==> src/rtl/ahbl_sram_slave_if.sv <==
// AHB-Lite slave-side bus bundle for ahbl_sram_slave.
// The master modport drives the request and the bus-wide HREADY; the slave modport drives the response.
interface ahbl_sram_slave_if #(
    parameter int AW = 12
);
    logic          hsel;
    logic [AW-1:0] haddr;
    logic [1:0]    htrans;
    logic          hwrite;
    logic [2:0]    hsize;
    logic [31:0]   hwdata;
    logic          hreadyin;
    logic          hreadyout;
    logic          hresp;
    logic [31:0]   hrdata;

    modport master (
        output hsel, haddr, htrans, hwrite, hsize, hwdata, hreadyin,
        input  hreadyout, hresp, hrdata
    );

    modport slave (
        input  hsel, haddr, htrans, hwrite, hsize, hwdata, hreadyin,
        output hreadyout, hresp, hrdata
    );
endinterface

==> src/rtl/ahbl_sram_slave.sv <==
// AHB-Lite slave in front of a single-port synchronous SRAM with one cycle of read latency.
// Define AHBL_SRAM_ERROR_RESP_EN to answer bad size/alignment with a two-cycle ERROR response.
module ahbl_sram_slave #(
    parameter int AW = 12
) (
    input  logic             clk,
    input  logic             rst_n,
    ahbl_sram_slave_if.slave bus,
    output logic             ram_en,
    output logic [3:0]       ram_we,
    output logic [AW-3:0]    ram_addr,
    output logic [31:0]      ram_wdata,
    input  logic [31:0]      ram_rdata
);
    typedef enum logic [2:0] {
        IDLE, RD_DATA, WR_DATA, RD_PEND, RD_WAIT
`ifdef AHBL_SRAM_ERROR_RESP_EN
        , ERR1, ERR2
`endif
    } state_t;

    state_t        state;
    logic [AW-1:0] lat_addr;
    logic [2:0]    lat_size;
    logic          stall;
    logic          bad;
    logic          accept;
    logic          rd_now;

    // Without the error option, unaligned low bits are simply ignored by the mask.
    function automatic logic [3:0] lane_mask(input logic [2:0] size, input logic [1:0] a);
        case (size)
            3'd0:    lane_mask = 4'b0001 << a;
            3'd1:    lane_mask = a[1] ? 4'b1100 : 4'b0011;
            default: lane_mask = 4'b1111;
        endcase
    endfunction

    always_comb begin
        stall = (state == RD_PEND);
`ifdef AHBL_SRAM_ERROR_RESP_EN
        stall = stall | (state == ERR1);
`endif
    end

    always_comb begin
        bad = 1'b0;
`ifdef AHBL_SRAM_ERROR_RESP_EN
        bad = (bus.hsize > 3'd2)
            || (bus.hsize == 3'd1 && bus.haddr[0])
            || (bus.hsize == 3'd2 && bus.haddr[1:0] != 2'b00);
`endif
    end

    // rst_n gating keeps the combinational read strobe quiet while reset is held.
    assign accept = rst_n & bus.hsel & bus.htrans[1] & bus.hreadyin & ~stall;
    assign rd_now = accept & ~bus.hwrite & ~bad & (state != WR_DATA);

    always_ff @(posedge clk or negedge rst_n) begin
        if (!rst_n) begin
            state    <= IDLE;
            lat_addr <= '0;
            lat_size <= '0;
        end else begin
            case (state)
                RD_PEND: state <= RD_WAIT;
`ifdef AHBL_SRAM_ERROR_RESP_EN
                ERR1:    state <= ERR2;
`endif
                default: begin
                    if (!accept) begin
                        state <= IDLE;
`ifdef AHBL_SRAM_ERROR_RESP_EN
                    end else if (bad) begin
                        state <= ERR1;
`endif
                    end else if (bus.hwrite) begin
                        state    <= WR_DATA;
                        lat_addr <= bus.haddr;
                        lat_size <= bus.hsize;
                    end else if (state == WR_DATA) begin
                        // SRAM port is taken by the write data phase: replay the read next cycle.
                        state    <= RD_PEND;
                        lat_addr <= bus.haddr;
                        lat_size <= bus.hsize;
                    end else begin
                        state <= RD_DATA;
                    end
                end
            endcase
        end
    end

    always_comb begin
        bus.hreadyout = ~stall;
        bus.hresp     = 1'b0;
        bus.hrdata    = '0;
        ram_en        = 1'b0;
        ram_we        = 4'b0000;
        ram_addr      = bus.haddr[AW-1:2];
        ram_wdata     = bus.hwdata;
        case (state)
            RD_DATA, RD_WAIT: bus.hrdata = ram_rdata;
            WR_DATA: begin
                ram_en   = 1'b1;
                ram_we   = lane_mask(lat_size, lat_addr[1:0]);
                ram_addr = lat_addr[AW-1:2];
            end
            RD_PEND: begin
                ram_en   = 1'b1;
                ram_addr = lat_addr[AW-1:2];
            end
`ifdef AHBL_SRAM_ERROR_RESP_EN
            ERR1, ERR2: bus.hresp = 1'b1;
`endif
            default: ;
        endcase
        if (rd_now) ram_en = 1'b1;
    end
endmodule

==> src/flat_wrapper.sv <==
// flat-port wrapper written by rule: the top's interface ports become plain ports
module ahbl_sram_slave_flat 
#(
    parameter int AW = 12
)
  (clk, rst_n, ram_en, ram_we, ram_addr, ram_wdata, ram_rdata, bus_hsel, bus_haddr, bus_htrans, bus_hwrite, bus_hsize, bus_hwdata, bus_hreadyin, bus_hreadyout, bus_hresp, bus_hrdata);
  ahbl_sram_slave_if #(.AW(AW)) bus_i ();
  input  logic clk;
  input  logic rst_n;
  output logic ram_en;
  output logic [3:0] ram_we;
  output logic [AW-3:0] ram_addr;
  output logic [31:0] ram_wdata;
  input  logic [31:0] ram_rdata;
  input wire logic [$bits(bus_i.hsel)-1:0] bus_hsel;
  input wire logic [$bits(bus_i.haddr)-1:0] bus_haddr;
  input wire logic [$bits(bus_i.htrans)-1:0] bus_htrans;
  input wire logic [$bits(bus_i.hwrite)-1:0] bus_hwrite;
  input wire logic [$bits(bus_i.hsize)-1:0] bus_hsize;
  input wire logic [$bits(bus_i.hwdata)-1:0] bus_hwdata;
  input wire logic [$bits(bus_i.hreadyin)-1:0] bus_hreadyin;
  output wire logic [$bits(bus_i.hreadyout)-1:0] bus_hreadyout;
  output wire logic [$bits(bus_i.hresp)-1:0] bus_hresp;
  output wire logic [$bits(bus_i.hrdata)-1:0] bus_hrdata;
  assign bus_i.hsel = bus_hsel;
  assign bus_i.haddr = bus_haddr;
  assign bus_i.htrans = bus_htrans;
  assign bus_i.hwrite = bus_hwrite;
  assign bus_i.hsize = bus_hsize;
  assign bus_i.hwdata = bus_hwdata;
  assign bus_i.hreadyin = bus_hreadyin;
  assign bus_hreadyout = bus_i.hreadyout;
  assign bus_hresp = bus_i.hresp;
  assign bus_hrdata = bus_i.hrdata;
  ahbl_sram_slave #(.AW(AW)) u_core (.clk(clk), .rst_n(rst_n), .bus(bus_i), .ram_en(ram_en), .ram_we(ram_we), .ram_addr(ram_addr), .ram_wdata(ram_wdata), .ram_rdata(ram_rdata));
endmodule
==> config.mk <==
export PLATFORM = sky130hd
export DESIGN_NAME = ahbl_sram_slave_flat
export DESIGN_NICKNAME = d
export VERILOG_FILES = /design/src/rtl/ahbl_sram_slave_if.sv /design/src/rtl/ahbl_sram_slave.sv /design/src/flat_wrapper.sv
export SDC_FILE = /design/constraint.sdc
export NUM_CORES = 1
export LEC_CHECK = 0
export BUFFER_PORTS_ARGS = -buffer_cell sky130_fd_sc_hd__buf_2
export CAP_MARGIN = 20
export CORE_MARGIN = 3
export CORE_UTILIZATION = 37
export DETAILED_ROUTE_END_ITERATION = 6
export PLACE_DENSITY = 0.85
export SLEW_MARGIN = 40
export SYNTH_ARGS = -nofsm -noshare
export SYNTH_HDL_FRONTEND = slang
export SYNTH_SLANG_ARGS = --single-unit
export TNS_END_PERCENT = 10
==> constraint.sdc <==
create_clock -name clk -period 1.2 [get_ports clk]
set_input_delay 0.3 -clock clk [delete_from_list [all_inputs] [get_ports clk]]
set_output_delay 0.3 -clock clk [all_outputs]
set_load 0.01 [all_outputs]
==> qor.csv <==
metric,value,unit
status,"finished, violations left",
violated checks,negative setup slack,
ANT cells,0,
horizontal extent of the die,81.9,um
placed standard-cell area,0.00260,sq mm
count of different cell masters after synthesis,28,
"commonest cells after routing, fill and taps aside","buf_2, nand2_1, buf_6",
Longest Clk Path Bufs,2,
reported max-cap violation count,0,
net count after synthesis,353,
final worst hold slack,24.4,ps
setup violators final,64,
non-filler instance count after layout,416,
post-route cell area,0.00294,sq mm
initial core utilization,0.385,
global-route wire length before repair,10200,um
peak per-stage delay on the critical path,480,ps
fraction of met2 tracks used by global routing,0.327,
vertical extent of the die,81.9,um
WL per Instance,16.8,um
first drt pass iteration count,4,
kind of end point of the critical path,output port,
type of the most critical hold path,in -> async,
global-route congestion overflow total,0,
via count of the first global-routing pass,2072,
period utilisation layout,1.51,
total CTS buffers,3,
per-instance average area after synthesis,7.98,sq um
total number of vias,2318,
"leading cell type in the layout, fill and taps excluded",buf_2,
growth of design area from synthesis to finish,37.8,%
Crit path buffers/inverters,2,
met3 routing resource usage after global routing,0.0329,
final period demand of the worst path,1810,ps
synthesis warning total,0,
drt initial violations,249,
top cells by area in the synthesized netlist,"dfrtp_1, buf_4, and2_1",
Mapped Area,0.00213,sq mm
CTS root buffer,clkbuf_8,
utilization of the core after routing,0.530,
kind of launch point of the worst setup path,flip-flop,
clock tree from TritonCTS,done,
Placement Rows,27,
"Most Used Layer, Global Route",met2,
critical path class,reg -> out,
number of hold buffers added after cts,0,
top-area cell type share of the netlist area,0.211,
met1 Track Usage GR,0.236,
number of nets in the finished design,431,
peak clock frequency supported by timing,0.554,GHz
post-route antenna net violation count,0,
maximum number of pins on one net before global-route repair,33,
cell count after synthesis,267,
number of H-tree levels,1,
#FFs+latches synth,18,
fill count,476,
skew final,1.46,ps
placed instance count,405,
Die Area,0.00671,sq mm
"CP delay by family, top",flip-flops,
worst setup slack after layout,-606,ps
part of the total power dissipated in the clock network,0.318,
placed wire-length estimate after detailed placement,4620,um
IO Port Bufs,100,
total clock sinks,18,
switching power,0.000482,W
routability congestion estimate,0.776,
Via density,5.57,
cell-by-cell listing of the critical path,nand2b_2 > buf_12 > nand2_1 > nand2_1 > buf_2,
"critical path fanouts, max",32,
share of power burned in registers,0.400,
"Arr. time, crit path",1510,ps
total count of max-transition violations in the final report,0,
most frequent cell on the critical path,nand2_1,
core area,0.00554,sq mm
net switching share of the total power,0.293,
antenna violations before repair,0,
pwr dens,561,mW/mm^2
count of boundary I/O pins,167,
RSZ-0062 raised after global routing,yes,
clock network latency to the later pin of the worst-skew pair,260,ps
"wirelength, routed",6970,um
endpoint required time on the critical path,900,ps
combinational share of power,0.283,
"Hold Violations, Final",0,
leakage dissipation,1.47,nW
library cell occupying the most area in the post-synthesis netlist,dfrtp_1,
register area share after synthesis,0.211,
Clock Pin Slew Worst Setup and Hold Paths,70,ps
total global-route track usage,0.193,
highest ir drop seen on vdd,358,uV
Critical Path Slowest Stage Cell,dfrtp_2,
Residual DRC,0,
fraction of final layout cells with drive strength greater than 1,0.523,
internal power component,0.00116,W
## sequential cells by signal (all words and copies together), names as in the netlist
| name | flops |
|---|---|
| u_core.lat_addr | 12 |
| u_core.lat_size | 3 |
| u_core.state | 3 |
## worst reg2reg max path, cell delays in order (launching register included)
cell	delay (ps)
dfrtp_2	450
buf_6	130
buf_6	110
buf_6	120
nor4bb_2	170
a221oi_2	250
nand3_1	100
## logic make-up (layout without fill, tap and decap cells)
logic type / after synthesis / after routing / share of synthesized area
simple gates: 158 / 159 / 0.463
buf+inv: 62 / 138 / 0.187
other cells: 1 / 1 / 0.00176
xor+xnor: 1 / 1 / 0.00411
flops: 18 / 18 / 0.211
compound gates: 27 / 27 / 0.133
## synthesized netlist by cell type
master and n:
nand4_1 16, xnor2_1 1, conb_1 1, a221oi_1 2
nor2b_1 4, and2b_1 12, buf_6 2, a221oi_2 13
nor4bb_1 15, a21oi_1 5, nand2b_1 2, buf_2 15
clkbuf_2 1, nor2_1 2, o21ai_0 3, clkbuf_1 6
inv_1 3, o21bai_1 1, and4b_1 15, buf_4 35
a21o_1 1, nor3_1 1, nand3_1 13, nand2_1 44
o211ai_1 2, dfrtp_1 18, and2_1 33, and4_1 1
## power by group through the flow
stage / Sequential, W / Clock [W] / Combinational, W
2_1_floorplan: 0.000662 / 0 / 0.000338
3_3_place_gp: 0.000666 / 0 / 0.000411
3_5_place_dp: 0.000668 / 0 / 0.000426
4_1_cts: 0.000656 / 0.000536 / 0.000446
5_1_grt: 0.000660 / 0.000551 / 0.000509
6_report: 0.000658 / 0.000523 / 0.000465
## timing repair
item | CTS | global route
pin swaps | 16 | 26
gates cloned | 1 | 0
buffers inserted | 6 | 0
endpoints found under the setup margin | 65 | 65
resized for setup | 21 | 27
## area by class of cell
cell class	count	area, sq um	area share
Clock buffer	4	55.1	0.0188
Timing Repair Buffer	131	917	0.312
Sequential cell	18	454	0.155
Multi-Input combinational cell	188	1410	0.480
Inverter	3	11.3	0.00384
Tap cell	72	90.1	0.0307
## per-stage QoR
stage	setup TNS, ps	setup slack, ps	total power (W)
6_report	-29250	-606	0.00165
5_1_grt	-32830	-634	0.00172
4_1_cts	-30760	-600	0.00164
3_5_place_dp	-24030	-537	0.00109
3_3_place_gp	-19380	-418	0.00108
2_1_floorplan	-5920	-117	0.00100
## final timing paths
| check | slack [ps] | cells past startpoint | from | to |
|---|---|---|---|---|
| min reg2reg | 540 | 2 | u_core.lat_addr[8] | u_core.lat_addr[8] |
| max in group asynchronous | 940 | 2 | rst_n | u_core.state[0] |
| min | 20 | 2 | rst_n | u_core.lat_addr[4] |
| max reg2reg | -260 | 6 | u_core.state[1] | u_core.lat_addr[6] |
| max | -610 | 5 | u_core.state[2] | ram_addr[3] |
| min in group clk | 320 | 3 | bus_haddr[8] | u_core.lat_addr[8] |
## routing by layer
metal	share of wire	routed length, um	up-vias
li1	-	-	1072
met1	0.40	2810	1109
met2	0.50	3490	110
met3	0.070	485	27
met4	0.026	182	0
met5	0	0	-
(Power assumes the default switching activity.)
